$ cat config.mk
export PLATFORM = sky130hd
export DESIGN_NAME = decoder_sweep
export DESIGN_NICKNAME = d
export VERILOG_FILES = /design/src/rtl/decoder_sweep.sv
export SDC_FILE = /design/constraint.sdc
export NUM_CORES = 1
export LEC_CHECK = 0
export ABC_AREA = 1
export CORE_UTILIZATION = 51
export CTS_BUF_LIST = sky130_fd_sc_hd__clkbuf_8
export CTS_CLUSTER_DIAMETER = 100
export DETAILED_ROUTE_END_ITERATION = 7
export PLACE_DENSITY = 0.95
export SLEW_MARGIN = 10
export SYNTH_ARGS = -nofsm -noshare
export SYNTH_HDL_FRONTEND = slang
export SYNTH_SLANG_ARGS = --single-unit
export TNS_END_PERCENT = 30
$ cat constraint.sdc
create_clock -name clk -period 2.96 [get_ports clk]
set_input_delay 0.888 -clock clk [delete_from_list [all_inputs] [get_ports clk]]
set_output_delay 0.888 -clock clk [all_outputs]
set_load 0.01 [all_outputs]
$ cat src/rtl/decoder_sweep.sv
// Registered N-to-2^N one-hot write-enable decoder with a sweep mode.
// Sweep mode walks one asserted bit across all usable outputs to clear or initialise the register file.
module decoder_sweep #(
  parameter int N         = 5,
  parameter bit MASK_LAST = 1'b1
) (
  input  logic              clk,
  input  logic              reset,
  input  logic              enable,
  input  logic [N-1:0]      in,
  input  logic              sweep_start,
  input  logic              sweep_hold,
  output logic [2**N-1:0]   out,
  output logic [N-1:0]      out_idx,
  output logic              busy,
  output logic              done
);

  localparam int OUT_W = 2**N;
  localparam int LAST_INT = OUT_W - 1 - int'(MASK_LAST);
  localparam logic [N-1:0] LAST_IDX = LAST_INT[N-1:0];
  localparam logic [N-1:0] TOP_IDX = '1;

  typedef enum logic {
    S_IDLE  = 1'b0,
    S_SWEEP = 1'b1
  } state_t;

  state_t           state_q, state_d;
  logic [N-1:0]     cnt_q, cnt_d;
  logic [OUT_W-1:0] out_q, out_d;
  logic [N-1:0]     out_idx_q, out_idx_d;
  logic             busy_q, busy_d;
  logic             done_q, done_d;
  logic             sel_en;
  logic [N-1:0]     sel_idx;
  logic [N-1:0]     cnt_inc;

  assign cnt_inc = cnt_q + N'(1);

  always_comb begin
    state_d = state_q;
    cnt_d   = cnt_q;
    sel_en  = 1'b0;
    sel_idx = '0;
    done_d  = 1'b0;

    case (state_q)
      S_IDLE: begin
        // A start request wins over a direct decode in the same cycle.
        if (sweep_start) begin
          state_d = S_SWEEP;
          cnt_d   = '0;
          sel_en  = 1'b1;
          sel_idx = '0;
          done_d  = (LAST_IDX == '0);
        end else if (enable && !(MASK_LAST && (in == TOP_IDX))) begin
          sel_en  = 1'b1;
          sel_idx = in;
        end
      end
      S_SWEEP: begin
        // cnt_q holds the last index shown, so a hold never skips or repeats one.
        if (!sweep_hold) begin
          if (cnt_q < LAST_IDX) begin
            cnt_d   = cnt_inc;
            sel_en  = 1'b1;
            sel_idx = cnt_inc;
            done_d  = (cnt_inc == LAST_IDX);
          end else begin
            state_d = S_IDLE;
            cnt_d   = '0;
          end
        end
      end
      default: begin
        state_d = S_IDLE;
        cnt_d   = '0;
      end
    endcase

    busy_d    = (state_d == S_SWEEP);
    out_d     = sel_en ? (OUT_W'(1) << sel_idx) : '0;
    out_idx_d = sel_en ? sel_idx : '0;
  end

  always_ff @(posedge clk) begin
    if (reset) begin
      state_q   <= S_IDLE;
      cnt_q     <= '0;
      out_q     <= '0;
      out_idx_q <= '0;
      busy_q    <= 1'b0;
      done_q    <= 1'b0;
    end else begin
      state_q   <= state_d;
      cnt_q     <= cnt_d;
      out_q     <= out_d;
      out_idx_q <= out_idx_d;
      busy_q    <= busy_d;
      done_q    <= done_d;
    end
  end

  assign out     = out_q;
  assign out_idx = out_idx_q;
  assign busy    = busy_q;
  assign done    = done_q;

endmodule

; After elaboration in Yosys (flattened, before gate mapping)
; Index checks and enable logic that the tools add are counted.
[totals]
word_cells = 37
regBits = 44
[classes]
n_bitwise = 2
reduce_logical = 4
magnitude_cmp = 1
add_sub_neg = 1
n_mux = 19
shifts = 1
n_eq_ne = 4
[op_table]
columns = operator, count
row1 = $shl A1 B5 Y32 const A, 1
row2 = $mux W5, 6
row3 = $pmux W5 S2, 2
row4 = $eq A5 B5 Y1 const B, 2
row5 = $mux W1, 8
row6 = $pmux W1 S2, 3
row7 = $add A5 B1 Y5 const B, 1
row8 = $lt A5 B5 Y1 const B, 1
row9 = $ne A2 B2 Y1 const B, 2
row10 = $not A1 Y1, 2
row11 = $reduce_and A2 Y1, 1
row12 = $reduce_or A2 Y1, 1
row13 = $logic_and A1 B1 Y1, 1
row14 = $logic_not A1 Y1, 1

; Logic depth before layout (Yosys ltp)
[logic_depth]
word_depth = 8
ltp_mapped = 10
ltp_nobuf = 10

; Least setup slack after synthesis
; OpenSTA, ideal clock, no wires.
[synth_path]
kind = input port to flip-flop
from = input port in[1]
to = register out_q[10] (netlist: out[10])
path_slack_ps = 1096
stages = 9
required_time_ps = 2847
t_arrival_ps = 1751
path_cell_list = nand2_1 inv_1 nand2_1 nand2_1 nor2_1 nor2_2 nand2_2 buf_4 nor2_1
[synth_between]
elab_chain_len = 8
word_cells_on_any_way = 12
classes_between = eq/ne: 1 / shift: 1 / mux: 6 / bitwise: 1 / reduce/logical: 3
[synth_rtl]
columns = item, line
row1 = "start, declared", 10  ; input logic [N-1:0] in,
row2 = $eq A5 B5 Y1, 57  ; end else if (enable && !(MASK_LAST && (in == TOP_IDX))) begin
row3 = $logic_not A1 Y1, 57
row4 = $logic_and A1 B1 Y1, 57
row5 = $mux W1, 57
row6 = $mux W1, 51  ; if (sweep_start) begin
row7 = $pmux W1 S2, 48  ; case (state_q)
row8 = $not A1 Y1 (no line), -
row9 = $reduce_or A2 Y1 (no line), -
row10 = "end signal, assigned", 98  ; out_q <= out_d;
row11 = "end, declared", 31  ; logic [OUT_W-1:0] out_q, out_d;
; Several ways; a longest one is shown, not always the timed one.
; A chain may end at the register's enable or synchronous reset.

; Final worst setup path
[layout_path]
from = input port sweep_hold
to = register out_q[15] (netlist: out[15])
[layout_between]
elab_chain_len = 4
word_cells_on_any_way = 7
classes_between = shift: 1 / mux: 4 / bitwise: 1 / reduce/logical: 1
[layout_rtl]
columns = item, line
row1 = "start, declared", 12  ; input logic sweep_hold,
row2 = $mux W1, 64  ; if (!sweep_hold) begin
row3 = $pmux W1 S2, 48
row4 = $not A1 Y1 (no line), -
row5 = $reduce_or A2 Y1 (no line), -
; Several ways; a longest one is shown, not always the timed one.

==> results.md <==
- Vert. Die Dim: 58.08 um
- Placed cell area: 2118 um2
- Number of remaining DRC errors: 0
- Root Driver: clkbuf_8
- Via count: 1339
- IO Port Bufs: 48
- DR pass1 iterations: 4
- Syn Inst Count: 186
- Post-CTS Setup Inserts: 0
- Met2 Resource Use GR: 35.30%
- Critical path endpoint category: register
- DP Cell Count: 274
- Post-synth EDFFs: 0
- CTS resizes: 0
- HP Class: register to register
- Setup slack, reg-to-reg: 1.18 ns
- M1 GR Usage: 27.30%
- Clock transition at the registers of the reported paths: 0.08 ns
- Total CTS buffers: 5
- DIE WIDTH: 58.08 um
- Setup TNS: 0 ns
- Ports: 49
- Sw Ratio: 22.41%
- Row cnt: 19
- Top post-synthesis cells by area: dfxtp_1, nor2_1, nand3_1
- Pwr dens: 524.1 nW/um2
- RSZ-0062 raised after global routing: no
- Crit Path Max Fanout: 8
- Initial antenna violation count: 0
- Via density: 4.748
- Post-synth top area cell: dfxtp_1
- Normalized max-slew margin: 57.80%
- NetSw: 0.0002631 W
- Peak VDD IR: 416.8 uV
- Post-route cell area: 2240 um2
- Initial DRC count: 52
- Global-route usage over all layers: 22.02%
- DPL Wire Length: 2404 um
- Clock Sink Count: 44
- Post-Route Utilization: 77.86%
- Core area: 2877 um2
- Post-synth top area share: 54.91%
- Crit share post-route: 75.20%
- Synth top cells by count: nor2_1, dfxtp_1, nand3_1
- Mean Syn Cell Area: 8.624 um2
- Worst EP arrival: 2.44 ns
- Comb power frac: 7.7%
- Internal cell power: 0.0009107 W
- Worst Path Required: 3.18 ns
- Vias in the first global route: 1184
- RD Place Congestion: 0.8139
- Register bit count reported by yosys: 44
- Syn Nets: 198
- Warnings from Yosys: 0
- Netlist cell types: 23
- Max Freq: 0.4492 GHz
- Layout cell share with drive strength beyond 1: 15.83%
- ANT cells: 0
- Setup CP Type: input port to register
- Max Cap Viol: 0
- First-pass GRT wire length: 5457 um
- # setup viols final: 0
- Hold-fix buffers, CTS: 0
- Area delta synth->final: 39.63%
- Max Buffers Root-to-Sink: 2
- Leading cell type by number of instances after synthesis: nor2_1
- DRT antenna net count: 0
- Worst hold slack: 0.5288 ns
- Post-Route Skew: 0.009328 ns
- Least-Margin Pin Slew: 0.6264 ns
- Synthesized area: 1604 um2
- Overall routed net length: 3272 um
- Seq/Total Area, Yosys: 54.91%
- Global route overflow: 0
- Largest net degree at the start of global routing: 18
- WL/cell: 11.60 um
- Global Route met3 Usage: 6.473%
- Die ar.: 3373 um2
- CTS tree: built
- Final hold viol count: 0
- Clk pwr share: 41.0%
- Post-route minimum period: 2.226 ns
- Number of max-slew violations in the final report: 0
- P_leak: 0.8740 nW
- Ys async rst share: 0%
- Post-Layout Cell Count: 282
- Flop pwr share: 51.3%
- Prevailing post-synth register cell: dfxtp_1
- CP Launch Type: input port
- Latest clock arrival within the worst-skew pair: 0.30 ns
- Starting Density: 55.76%
- Status: complete, no violations
- H-tree depth: 2
- Nets@finish: 251
- Grt peak-use layer: met2
-- per-stage QoR --
stage	power [W]	setup WS (ns)
after CTS	0.001171	0.7307
after global routing	0.001211	0.5706
after detailed placement	0.0007054	0.4295
final	0.001174	0.7341
after floorplan	0.0006702	1.096
after global placement	0.0007038	0.4953
-- layout make-up --
type | count | area (um2)
Sequential cell | 44 | 880.8
Clock inverter | 2 | 38.79
Inverter | 22 | 82.58
Clock buffer | 6 | 82.58
Multi-Input combinational cell | 118 | 621.8
Fill cell | 191 | 636.9
Tap cell | 42 | 52.55
Timing Repair Buffer | 48 | 480.5
-- flip-flops by register name, summed over array words and instances (netlist names) --
signal / count
done: 1
cnt_q: 5
out_idx: 5
busy: 1
out: 32
-- worst max-delay path, cell delays in order --
cell,delay [ns]
clkdlybuf4s50_1,0.42
inv_1,0.10
nand2_2,0.10
nor2_4,0.19
nand2_2,0.08
nand2_2,0.15
inv_2,0.10
nor2_1,0.16
nand2_1,0.11
nor2_1,0.15
-- layer usage --
metal / part of all wire (%) / routed length, um
met4: 2.3 / 75
met2: 48 / 1555
met3: 6.2 / 203
met5: 0 / 0
met1: 44 / 1438
-- layout by cell type, fill, tap and decap left out --
| master | n |
|---|---|
| nor2_2 | 3 |
| nor2_1 | 47 |
| inv_2 | 7 |
| ha_1 | 2 |
| nand2_2 | 9 |
| nand3_1 | 18 |
| bufinv_16 | 1 |
| nor2_4 | 3 |
| nand4_1 | 1 |
| o21ai_4 | 1 |
| nor3_4 | 1 |
| nand2_1 | 17 |
| o21bai_2 | 1 |
| inv_1 | 15 |
| o21ai_1 | 1 |
| dfxtp_1 | 44 |
| nand3_2 | 2 |
| nor3_1 | 1 |
| clkbuf_8 | 6 |
| clkdlybuf4s50_1 | 48 |
| o21ai_0 | 2 |
| clkinv_4 | 1 |
| a311oi_1 | 1 |
| nand2_4 | 3 |
| a21oi_1 | 5 |
-- worst paths after layout --
kind,endpoint,cells past startpoint,startpoint
max,out[15],10,sweep_hold
min,cnt_q[3],2,cnt_q[3]
max reg2reg,out[15],10,cnt_q[0]
min reg2reg,cnt_q[3],2,cnt_q[3]
-- kinds of logic (layout without fill, tap and decap cells) --
kind of cell	Yosys count	after routing	share of synthesized area (%)
buf+inv	24	78	6.318
compound gates	11	11	4.758
simple gates	105	105	32.45
flops	44	44	54.91
fa+ha+maj	2	2	1.560
-- power groups by stage --
stage	combinational, W	sequential [W]	clock [W]
2_1_floorplan	0.0000513	0.000619	0
3_3_place_gp	0.0000876	0.000616	0
3_5_place_dp	0.0000893	0.000616	0
4_1_cts	0.0000897	0.000602	0.000480
5_1_grt	0.0000999	0.000603	0.000508
6_report	0.0000902	0.000602	0.000481
No activity file was read; power rests on OpenSTA's default activity.
